==> src/rtl/mundo_scroll.sv <==
// mundo_scroll: on a set_in rising edge, scrolls "  HOLA  " or "  SUMA  " across four muxed 7-seg digits.
// Optional macro MUNDO_RETRIGGER_EN lets a new set_in edge restart a run that is already playing.
//
// state  | meaning
// IDLE   | display blanked, waiting for a set_in rising edge
// SCROLL | window advances one character per step, pos 0..4
// HOLD   | final frame (pos 4) held for HOLD_TICKS steps, then done
module mundo_scroll #(
  parameter int TICK_DIV   = 25000000,
  parameter int MUX_DIV    = 50000,
  parameter int HOLD_TICKS = 3
) (
  input  logic       clk,
  input  logic       rst,
  input  logic       set_in,
  input  logic       op,
  output logic [6:0] seg_out,
  output logic [3:0] an_out,
  output logic       busy,
  output logic       done
);

  localparam int TW = $clog2(TICK_DIV);
  localparam int MW = (MUX_DIV > 1) ? $clog2(MUX_DIV) : 1;
  localparam int HW = (HOLD_TICKS > 1) ? $clog2(HOLD_TICKS) : 1;
  localparam logic [TW-1:0] TICK_LAST = TW'(TICK_DIV - 1);
  localparam logic [MW-1:0] MUX_LAST  = MW'(MUX_DIV - 1);
  localparam logic [HW-1:0] HOLD_LAST = HW'(HOLD_TICKS - 1);

  typedef enum logic [1:0] {IDLE, SCROLL, HOLD} state_t;

  state_t        state, state_n;
  logic [2:0]    pos, pos_n;
  logic [TW-1:0] tick_cnt, tick_n;
  logic [HW-1:0] hold_cnt, hold_n;
  logic          msel, msel_n;
  logic          set_d, rise, step, done_n;
  logic [MW-1:0] mux_cnt;
  logic [1:0]    dsel;
  logic [2:0]    idx;
  logic [6:0]    seg_n;
  logic [3:0]    an_n;

  // Message ROM; only indices 2..5 differ from blank.
  function automatic logic [6:0] glyph(input logic m, input logic [2:0] i);
    case (i)
      3'd2:    glyph = m ? 7'h12 : 7'h09;
      3'd3:    glyph = m ? 7'h41 : 7'h40;
      3'd4:    glyph = m ? 7'h48 : 7'h47;
      3'd5:    glyph = 7'h08;
      default: glyph = 7'h7F;
    endcase
  endfunction

  always_comb begin
    state_n = state;
    pos_n   = pos;
    tick_n  = tick_cnt;
    hold_n  = hold_cnt;
    msel_n  = msel;
    done_n  = 1'b0;
    rise    = set_in & ~set_d;
    step    = (tick_cnt == TICK_LAST);
    case (state)
      IDLE: begin
        if (rise) begin
          state_n = SCROLL;
          pos_n   = 3'd0;
          tick_n  = '0;
          msel_n  = op;
        end
      end
      SCROLL, HOLD: begin
        tick_n = step ? '0 : tick_cnt + 1'b1;
        if (step) begin
          if (state == SCROLL) begin
            if (pos == 3'd4) begin
              state_n = HOLD;
              hold_n  = '0;
            end else begin
              pos_n = pos + 3'd1;
            end
          end else if (hold_cnt == HOLD_LAST) begin
            state_n = IDLE;
            done_n  = 1'b1;
          end else begin
            hold_n = hold_cnt + 1'b1;
          end
        end
`ifdef MUNDO_RETRIGGER_EN
        if (rise) begin
          state_n = SCROLL;
          pos_n   = 3'd0;
          tick_n  = '0;
          hold_n  = '0;
          msel_n  = op;
          done_n  = 1'b0;
        end
`endif
      end
      default: state_n = IDLE;
    endcase
  end

  // Display is built from next-state values so the first frame appears together with busy.
  always_comb begin
    idx   = pos_n + 3'd3 - {1'b0, dsel};
    seg_n = 7'h7F;
    an_n  = 4'hF;
    if (state_n != IDLE) begin
      seg_n = glyph(msel_n, idx);
      an_n  = ~(4'b0001 << dsel);
    end
  end

  always_ff @(posedge clk) begin
    if (rst) begin
      state    <= IDLE;
      pos      <= 3'd0;
      tick_cnt <= '0;
      hold_cnt <= '0;
      msel     <= 1'b0;
      set_d    <= 1'b0;
      mux_cnt  <= '0;
      dsel     <= 2'd0;
      seg_out  <= 7'h7F;
      an_out   <= 4'hF;
      done     <= 1'b0;
    end else begin
      state    <= state_n;
      pos      <= pos_n;
      tick_cnt <= tick_n;
      hold_cnt <= hold_n;
      msel     <= msel_n;
      set_d    <= set_in;
      seg_out  <= seg_n;
      an_out   <= an_n;
      done     <= done_n;
      if (mux_cnt == MUX_LAST) begin
        mux_cnt <= '0;
        dsel    <= dsel + 2'd1;
      end else begin
        mux_cnt <= mux_cnt + 1'b1;
      end
    end
  end

  assign busy = (state != IDLE);

endmodule
==> config.mk <==
export PLATFORM = sky130hd
export DESIGN_NAME = mundo_scroll
export DESIGN_NICKNAME = d
export VERILOG_FILES = /design/src/rtl/mundo_scroll.sv
export SDC_FILE = /design/constraint.sdc
export NUM_CORES = 1
export LEC_CHECK = 0
export ABC_AREA = 1
export BUFFER_PORTS_ARGS = -buffer_cell sky130_fd_sc_hd__buf_2
export CAP_MARGIN = 20
export CORE_AREA = 2 2 121 123
export DETAILED_ROUTE_END_ITERATION = 6
export DIE_AREA = 0 0 123 125
export GPL_ROUTABILITY_DRIVEN = 0
export PLACE_DENSITY = 0.46
export SETUP_SLACK_MARGIN = 0.5
export SLEW_MARGIN = 0
export SYNTH_ARGS = -nofsm -noshare
export SYNTH_HDL_FRONTEND = slang
export SYNTH_SLANG_ARGS = --single-unit
export TNS_END_PERCENT = 30
==> constraint.sdc <==
create_clock -name clk -period 9 [get_ports clk]
set_clock_uncertainty 0.2 [all_clocks]
set_input_delay 0.9 -clock clk [delete_from_list [all_inputs] [get_ports clk]]
set_output_delay 0.9 -clock clk [all_outputs]
set_load 0.02 [all_outputs]
### Word-level counts from Yosys, hierarchy flattened

Index checks and enable logic that the tools add are counted.

* $add $sub $neg: 7
* shift-type cells: 1
* mux-type cells: 24
* bitwise gates (word level): 6
* eq/ne operators: 13
* reductions and logical operators: 10

Operators with widths (number)
* 25-bit two-way mux: 2
* 25-bit one-hot mux with 2 select lines: 1
* 7-bit one-hot mux with 4 select lines: 1
* 25-bit by 1-bit adder with 25-bit output (second input constant): 1
* 25-bit equality test (second input constant): 1
* 16-bit by 1-bit adder with 16-bit output (second input constant): 1
* 16-bit equality test (second input constant): 1
* 2-bit two-way mux: 8
* 3-bit two-way mux: 4
* 3-bit equality test (second input constant): 3
* 3-bit by 2-bit equality test with 1-bit output (second input constant): 2
* 3-bit one-hot mux with 2 select lines: 1
* 2-bit nonzero test: 3
* 2-bit OR reduction: 3
* 5-bit two-way mux: 1
* 2-bit by 1-bit adder with 2-bit output (second input constant): 2
* 2-bit equality test (second input constant): 2
* 1-bit two-way mux: 4
* 4-bit two-way mux: 1
* 2-bit != test (second input constant): 2
* 1-bit inverter: 4
* 4-bit inverter: 1
* 2-bit one-hot mux with 2 select lines: 1
* 4-bit AND reduction: 1
* 10 further kinds: 10

* flip-flop bits (word level): 64
* output and inout port bits: 13
* logic and storage cells: 72

### Depth between registers and ports, before layout

Gate-level depths: netlist of run 1.

* word-level depth: 9
* gate-level depth with buffers: 19

### Least setup slack after synthesis of run 1

OpenSTA, ideal clock, no wires.

* path kind: flip-flop to flip-flop
* start: register tick_cnt[0]
* end: register seg_out[3]
* arrival time: 2.557 ns
* path buffers: 0
* slack: 6.124 ns
* clock period less this slack: 2.876 ns
* stages on the path, launching flop included: 17
* path through: dfxtp_1 -> ha_1 -> nand2_1 -> nor2_2 -> nand3_1 -> nor3_1 -> nand2_1 -> o211ai_1 -> nand2_1 -> ha_1 -> ha_1 -> xor2_1 -> nand3b_1 -> nand2_2 -> nand2_1 -> a21oi_2 -> nand2_1

* cells in the longest elaborated chain, start to end: 7
* elaborated cells on any way between the ends: 15
* classes of those cells: add/sub (2); eq/ne (5); mux (5); bitwise (1); reduce/logical (2)

Ends and longest elaborated chain
* from (decl): RTL line 34 `logic [TW-1:0] tick_cnt, tick_n;`
* from (signal assigned): RTL line 132 `tick_cnt <= tick_n;`
* 25-bit equality test (*): RTL line 63 `step = (tick_cnt == TICK_LAST);`
* 3-bit two-way mux (*): RTL line 75 `if (step) begin`
* 3-bit one-hot mux with 2 select lines (*): RTL line 64 `case (state)`
* named net pos_n[1]: RTL line 33 `logic [2:0] pos, pos_n;`
* 3-bit by 2-bit adder with 3-bit output (*): RTL line 107 `idx = pos_n + 3'd3 - {1'b0, dsel};`
* 3-bit by 2-bit subtractor with 3-bit output (*): RTL line 107
* 3-bit equality test / 3-bit by 2-bit equality test with 1-bit output (equally long branches): RTL line 46 `case (i)`
* 7-bit one-hot mux with 4 select lines (*): RTL line 46
* to (signal assigned): RTL line 136 `seg_out <= seg_n;`
* to (decl): RTL line 17 `output logic [6:0] seg_out,`

Mark *: on every way through the listed nets, which the timed path passes. The rest lies on a longest branch.
A chain may end at the register's enable or synchronous reset.

### Worst setup path after layout of run 1

Ends and elaborated chain as after synthesis.

==> metrics.txt, run 1 <==
share of cells above drive strength 1 9.963%; mean post-synth cell area 6.675 µm²; DRC violations left 0; Total GRT Usage 11.90%; Root Driver clkbuf_16; wl on met1 4236 µm; total negative slack 0 ps; maximum number of pins on one net before global-route repair 20; placed instance area around 3700 µm²; yosys synthesis warning count 0; Top Layer Used met4; Peak supply drop 85.34 µV; WS Path Type reg2reg; critical path's top delay family simple AND/OR/NAND/NOR gates; layout net count 556; DR WL met2 between 3000 and 4000 µm; Initial DRC Count 136; Initial Utilization between 20% and 30%; min-delay worst type reg2reg; Routed Antenna Nets 0; Overall Power approximately 0.73 mW; CTS Hold Bufs 0; WHS roughly 250 ps; most used cell along the critical path nand2_1; part of the Yosys area used for sequential elements around 37%; syn_nets 536; CP required 9020 ps; Leakage 1.553 nW; Max-slew headroom 66.19%; die area 15,380 µm²; Net Sw Frac between 20% and 30%; Final period util between 30 and 40%; CP bufs+invs 0; I/O pin count 17; Fin. Hold Viols 0; fillers around 1,600; cell area after synthesis about 3500 µm²; Worst Max-Slew Pin Slew 506.6 ps; initial antenna violation count 0; Final WS setup 5738 ps; Yosys cell types 37; Via density 4.485; H-tree Lvls 3; CP Launch Type flip-flop; Comb pwr share 7.6%; clk slew on worst S/H paths 60 ps; final instance area 4065 µm²; status finished clean; routed wl met3 273 µm; # rows 44; RSZ-0062 raised after global routing no; Skew-Pair Late Insertion Delay 330 ps; grt total ovfl 0; maxcap violations 0; Routed WL 8548 µm; crit-path max FO 6; sequential share of power 40.0%; Psw 0.1750 mW; Final HPWL DP 6323 µm; Internal Power 0.5555 mW; largest stage delay on the critical path 370 ps; Wirelength per Cell around 12 µm; Die W 123 µm; # resized after CTS 0; input/output buffers 16; postcts setup bufs 0; P&R area growth vs syn 17.80%; CTS tree built; vias in the first global route 3,102; first-pass GRT wire length 14,430 µm; worst path cell trace ha_1 -> nand2_1 -> nor2_2 -> nand3_1 -> nor3_1 -> nand2_1 -> o211ai_1 -> nand2_1 -> ha_1 -> ha_1 -> xor2_1 -> nand3b_1 -> nand2_2 -> nand2_1 -> a21oi_2 -> nand2_1; critical path's slowest cell dfxtp_1; Core Box Area 14,200 µm²; Synth Instances between 500 and 600; vias after detailed routing 3,256; Power Dens Cells 179.7 nW/µm²; DRT Pass-1 Iters 4; Crit path arrival time approximately 3300 ps; Clock Sinks 64; pre-CTS setup slack 5695 ps; fin crit period 3262 ps; Fmax ~300 MHz; DIE HEIGHT 125 µm; Slew Viols, Final 0; CP Capture Type flip-flop; antenna fix cells 0; clock share of power 52.4%; number of buffers created by CTS 9; Yosys reg bits 64; Clock Tree Buf Depth 2; final setup vio count 0
[final cells by class]
class,instances,area [µm²],share of cell area (%)
Multi-Input combinational cell,374,1868,45.95
Clock buffer,10,239.0,5.879
Timing Repair Buffer,17,87.58,2.155
Tap cell,184,230.2,5.663
Inverter,71,266.5,6.556
Sequential cell,64,1281,31.52
Clock inverter,6,92.59,2.278
[cells in the mapped netlist, drive strengths merged]
library cell / instances / share of area, %
a211oi: 2 / 0.43
a21oi: 39 / 5.8
a22oi: 1 / 0.22
a31oi: 4 / 0.73
a41oi: 2 / 0.51
and3: 2 / 0.36
buf: 5 / 0.69
clkbuf: 3 / 0.33
dfxtp: 64 / 37
ha: 15 / 5.4
inv: 71 / 7.7
nand2: 121 / 14
nand3: 39 / 5.8
nand3b: 2 / 0.43
nand4: 8 / 1.5
nor2: 73 / 8.3
nor3: 24 / 3.8
nor3b: 1 / 0.22
nor4: 3 / 0.54
o211ai: 1 / 0.22
o21a: 1 / 0.22
o21ai: 27 / 4.0
o21bai: 1 / 0.33
o31ai: 1 / 0.22
or2: 3 / 0.54
xnor2: 2 / 0.51
xor2: 2 / 0.51
[registers in the layout, indices dropped and copies added, names as in the netlist]
| register | cells |
|---|---|
| set_d | 1 |
| msel | 1 |
| mux_cnt | 16 |
| dsel | 2 |
| an_out | 4 |
| tick_cnt | 25 |
| pos | 3 |
| hold_cnt | 2 |
| done | 1 |
| state | 2 |
| seg_out | 7 |
[through the flow]
| stage | cells | utilization, % |
|---|---|---|
| 5_1_grt | 726 | 28.62 |
| 3_5_place_dp | 710 | 26.29 |
| 3_3_place_gp | 710 | 26.29 |
| 2_1_floorplan | 517 | - |
| 6_report | 726 | 28.62 |
| 4_1_cts | 726 | 28.62 |
[power by group through the flow]
stage / sequential (mW) / combinational (mW) / clock (mW)
2_1_floorplan: 0.302 / 0.0359 / 0
3_3_place_gp: 0.298 / 0.0554 / 0
3_5_place_dp: 0.299 / 0.0560 / 0
4_1_cts: 0.293 / 0.0563 / 0.393
5_1_grt: 0.293 / 0.0631 / 0.409
6_report: 0.292 / 0.0553 / 0.383
[worst reg2reg max path: cells and delay by family (launching register included)]
kind                       cells  cell delay (ps)
xor gates and xnor gates       1              150
adders and majority gates      3              680
AOI/OAI and AO/OA              2              390
DFF                            1              370
and+or+nand+nor               10             1360
[cells in the final DEF, fill, tap and decap left out, types with 3 or more instances in the layout]
master / instances
a21oi_1: 38
a31oi_1: 4
buf_2: 16
clkbuf_16: 9
dfxtp_1: 64
ha_1: 15
inv_1: 67
inv_2: 4
nand2_1: 117
nand2_2: 3
nand3_1: 38
nand4_1: 8
nor2_1: 68
nor2_2: 5
nor3_1: 22
nor4_1: 3
o21ai_0: 26
[cells by family after synthesis]
kind of cell	Yosys count	synth area share, %
AND/OR/NAND/NOR	276	35.03
buffers and inverters	79	8.738
XOR/XNOR	4	1.015
flip-flops	64	37.13
AO/OA/AOI/OAI	79	12.65
adder cells (fa/ha/maj)	15	5.439
[per-layer routing]
layer	track usage, %	vias up
li1	-	1730
met2	18.10	40
met3	3.193	14
met1	15.89	1472
met4	4.813	0
met5	0	-
[path summary, 6_finish.rpt]
kind	to	start	slack [ps]	cells past startpoint
setup / recovery	seg_out[3]$_SDFF_PP1_	tick_cnt[0]$_SDFFE_PP0P_	5740	16
hold / removal	mux_cnt[0]$_SDFF_PP0_	mux_cnt[0]$_SDFF_PP0_	250	1
setup reg to reg	seg_out[3]$_SDFF_PP1_	tick_cnt[0]$_SDFFE_PP0P_	5740	16
hold reg to reg	mux_cnt[0]$_SDFF_PP0_	mux_cnt[0]$_SDFF_PP0_	250	1
Note: power is estimated with default switching activity, not from simulation.
==> inputs of run 2 (changes only) <==
- PLACE_DENSITY: 0.46 -> 0.47
- clock period: 9 -> 2.7 ns (I/O delays scaled with it)
==> metrics.txt, run 2 (synthesis results as in run 1) <==
Max-slew headroom 64.59% (-1.6 points); Leakage 2.010 nW (+29%); clock share of power 50.8% (-1.6 points); most used cell along the critical path nand2_2; number of buffers created by CTS 9 (unchanged); I/O pin count 17 (unchanged); most common cell after layout, fill and taps aside nand2_1; WS Path Type reg2reg; Fmax 337.2 MHz (+10%); biggest regs tick_cnt: 25 flops, mux_cnt: 16 flops, seg_out: 7 flops; Slew Viols, Final 0 (unchanged); Root Driver clkbuf_16; # rows 44 (unchanged); Peak supply drop 331.8 µV (+290%); most frequent cells in the layout 106 x nand2_1, 63 x buf_4, 62 x inv_1, 60 x dfxtp_1, 59 x nor2_1; antenna fix cells 0 (unchanged); vias in the first global route 3,529 (+14%); fin crit period 2966 ps (-296.6 ps); Initial Utilization 24.30% (unchanged); largest stage delay on the critical path 320 ps (-50 ps); CP Capture Type flip-flop; Net Sw Frac 26.10% (+2.1 points); DIE HEIGHT 125 µm (unchanged); Final HPWL DP 6943 µm (+9.8%); layout net count 635 (+14%); Psw 0.6663 mW (+280%); grt total ovfl 0 (unchanged); violated checks setup timing; CP Launch Type flip-flop; status finished with violations; Initial DRC Count 192 (+41%); Routed Antenna Nets 0 (unchanged); critical path's slowest cell dfxtp_2; # placed instances 762 (+7.3%); Routed WL 10,010 µm (+17%); Total GRT Usage 13.43% (+1.5 points); Clock Sinks 64 (unchanged); min-delay worst type in2reg; Power Dens Cells 509.0 nW/µm² (+180%); Clock Tree Buf Depth 2 (unchanged); post-layout util 35.32% (+6.7 points); sequential share of power 38.2% (-1.8 points); pre-CTS setup slack -219.8 ps (-5915 ps); Final period util 109.8% (+74 points); fillers 1,517 (-5.7%); CP required 2720 ps (-6300 ps); worst path cell trace inv_1 -> nand2_2 -> nor2_2 -> nand2_2 -> nor3_2 -> nand2_1 -> o211ai_1 -> nand2_1 -> ha_1 -> ha_2 -> xor2_2 -> nand3b_1 -> nand2_2 -> nand3_2 -> nand2_2 -> nand3_1; crit-path max FO 4 (-2); final setup vio count 7 (+7); WHS 37.21 ps (-208.5 ps); count of non-filler cells in the finished layout 805 (+11%); Skew-Pair Late Insertion Delay 340 ps (about the same); H-tree Lvls 3 (unchanged); DRT Pass-1 Iters 4 (unchanged); input/output buffers 16 (unchanged); Internal Power 1.887 mW (+240%); CTS tree built; max reg flops 25 (unchanged); first-pass GRT wire length 16,450 µm (+14%); critical path's top delay family simple AND/OR/NAND/NOR gates; Final WS setup -265.6 ps (-6003 ps); clk slew on worst S/H paths 60 ps (about the same); share of cells above drive strength 1 30.60% (+21 points); Worst Max-Slew Pin Slew 530.6 ps (+23.99 ps); initial antenna violation count 0 (unchanged); Via density 4.550 (+1.5%); die area 15,380 µm² (unchanged); Die W 123 µm (unchanged); maximum number of pins on one net before global-route repair 19 (-5.0%); RSZ-0062 raised after global routing yes; Fin. Hold Viols 0 (unchanged); maxcap violations 0 (unchanged); DRC violations left 0 (unchanged); Core Box Area 14,200 µm² (unchanged); Wirelength per Cell 12.44 µm (+5.6%); Comb pwr share 11.0% (+3.4 points); P&R area growth vs syn 45.36%; CP bufs+invs 1 (+1); Overall Power 2.553 mW (+250%); Crit path arrival time 2990 ps (-300 ps); Most flops, register tick_cnt; vias after detailed routing 3,663 (+13%)
[run 2: changes by cell type in the layout (fill, tap and decap cells not counted), sizes merged]
cell / before / now
clkbuf: 10 / 9
nand2: 121 / 122
dlygate4sd3: 0 / 1
inv: 71 / 72
buf: 17 / 94
[run 2: timing repair]
item | 4_1_cts | 5_1_grt
gates resized for setup | 41 | 48
cloned | 0 | 1
hold buffers | 1 | 0
hold endpoints to repair | 1 | 0
endpoints found under the setup margin | 26 | 50
buffers inserted | 13 | 12
pin swaps | 18 | 26
[run 2: per-layer routing]
metal / global-route usage, % / wire (µm) / vias up
li1: - / - / 1882
met4: 5.414 / 163 / 0
met2: 21.16 / 4687 / 60
met5: 0 / 0 / -
met3: 2.965 / 348 / 18
met1: 17.70 / 4813 / 1703
[run 2: per-stage QoR]
stage               setup TNS (ps)  area [µm²]
floorplan                   -116.3        3481
global placement             -1097        4154
finish                       -1723        5016
CTS                         -731.0        4733
global route                 -3064        5016
detailed placement           -1282        4154
[run 2: worst min-delay path, cell delays in order]
cell     delay [ps]
buf_2            70
o21ai_0         110
nor2_1           90
[run 2: layout make-up]
type / instances / area [µm²] / share of cell area, %
Multi-Input combinational cell: 375 / 2162 / 43.10
Sequential cell: 64 / 1289 / 25.69
Timing Repair Buffer: 95 / 732.0 / 14.59
Inverter: 71 / 275.3 / 5.488
Tap cell: 184 / 230.2 / 4.590
Clock buffer: 9 / 225.2 / 4.490
Clock inverter: 7 / 102.6 / 2.045
[run 2: path summary, 6_finish.rpt]
kind	cells past startpoint	endpoint	slack [ps]	start
min	3	msel$_SDFF_PP0_	40	op
max reg2reg	16	seg_out[0]$_SDFF_PP1_	-270	tick_cnt[9]$_SDFFE_PP0P_
min reg2reg	1	mux_cnt[0]$_SDFF_PP0_	240	mux_cnt[0]$_SDFF_PP0_
max	16	seg_out[0]$_SDFF_PP1_	-270	tick_cnt[9]$_SDFFE_PP0P_
[run 2: power by group through the flow]
stage / clock network (mW) / logic [mW] / registers (mW)
2_1_floorplan: 0 / 0.120 / 1.01
6_report: 1.30 / 0.282 / 0.975
4_1_cts: 1.32 / 0.227 / 0.976
5_1_grt: 1.37 / 0.307 / 0.978
3_5_place_dp: 0 / 0.211 / 0.996
3_3_place_gp: 0 / 0.212 / 0.995
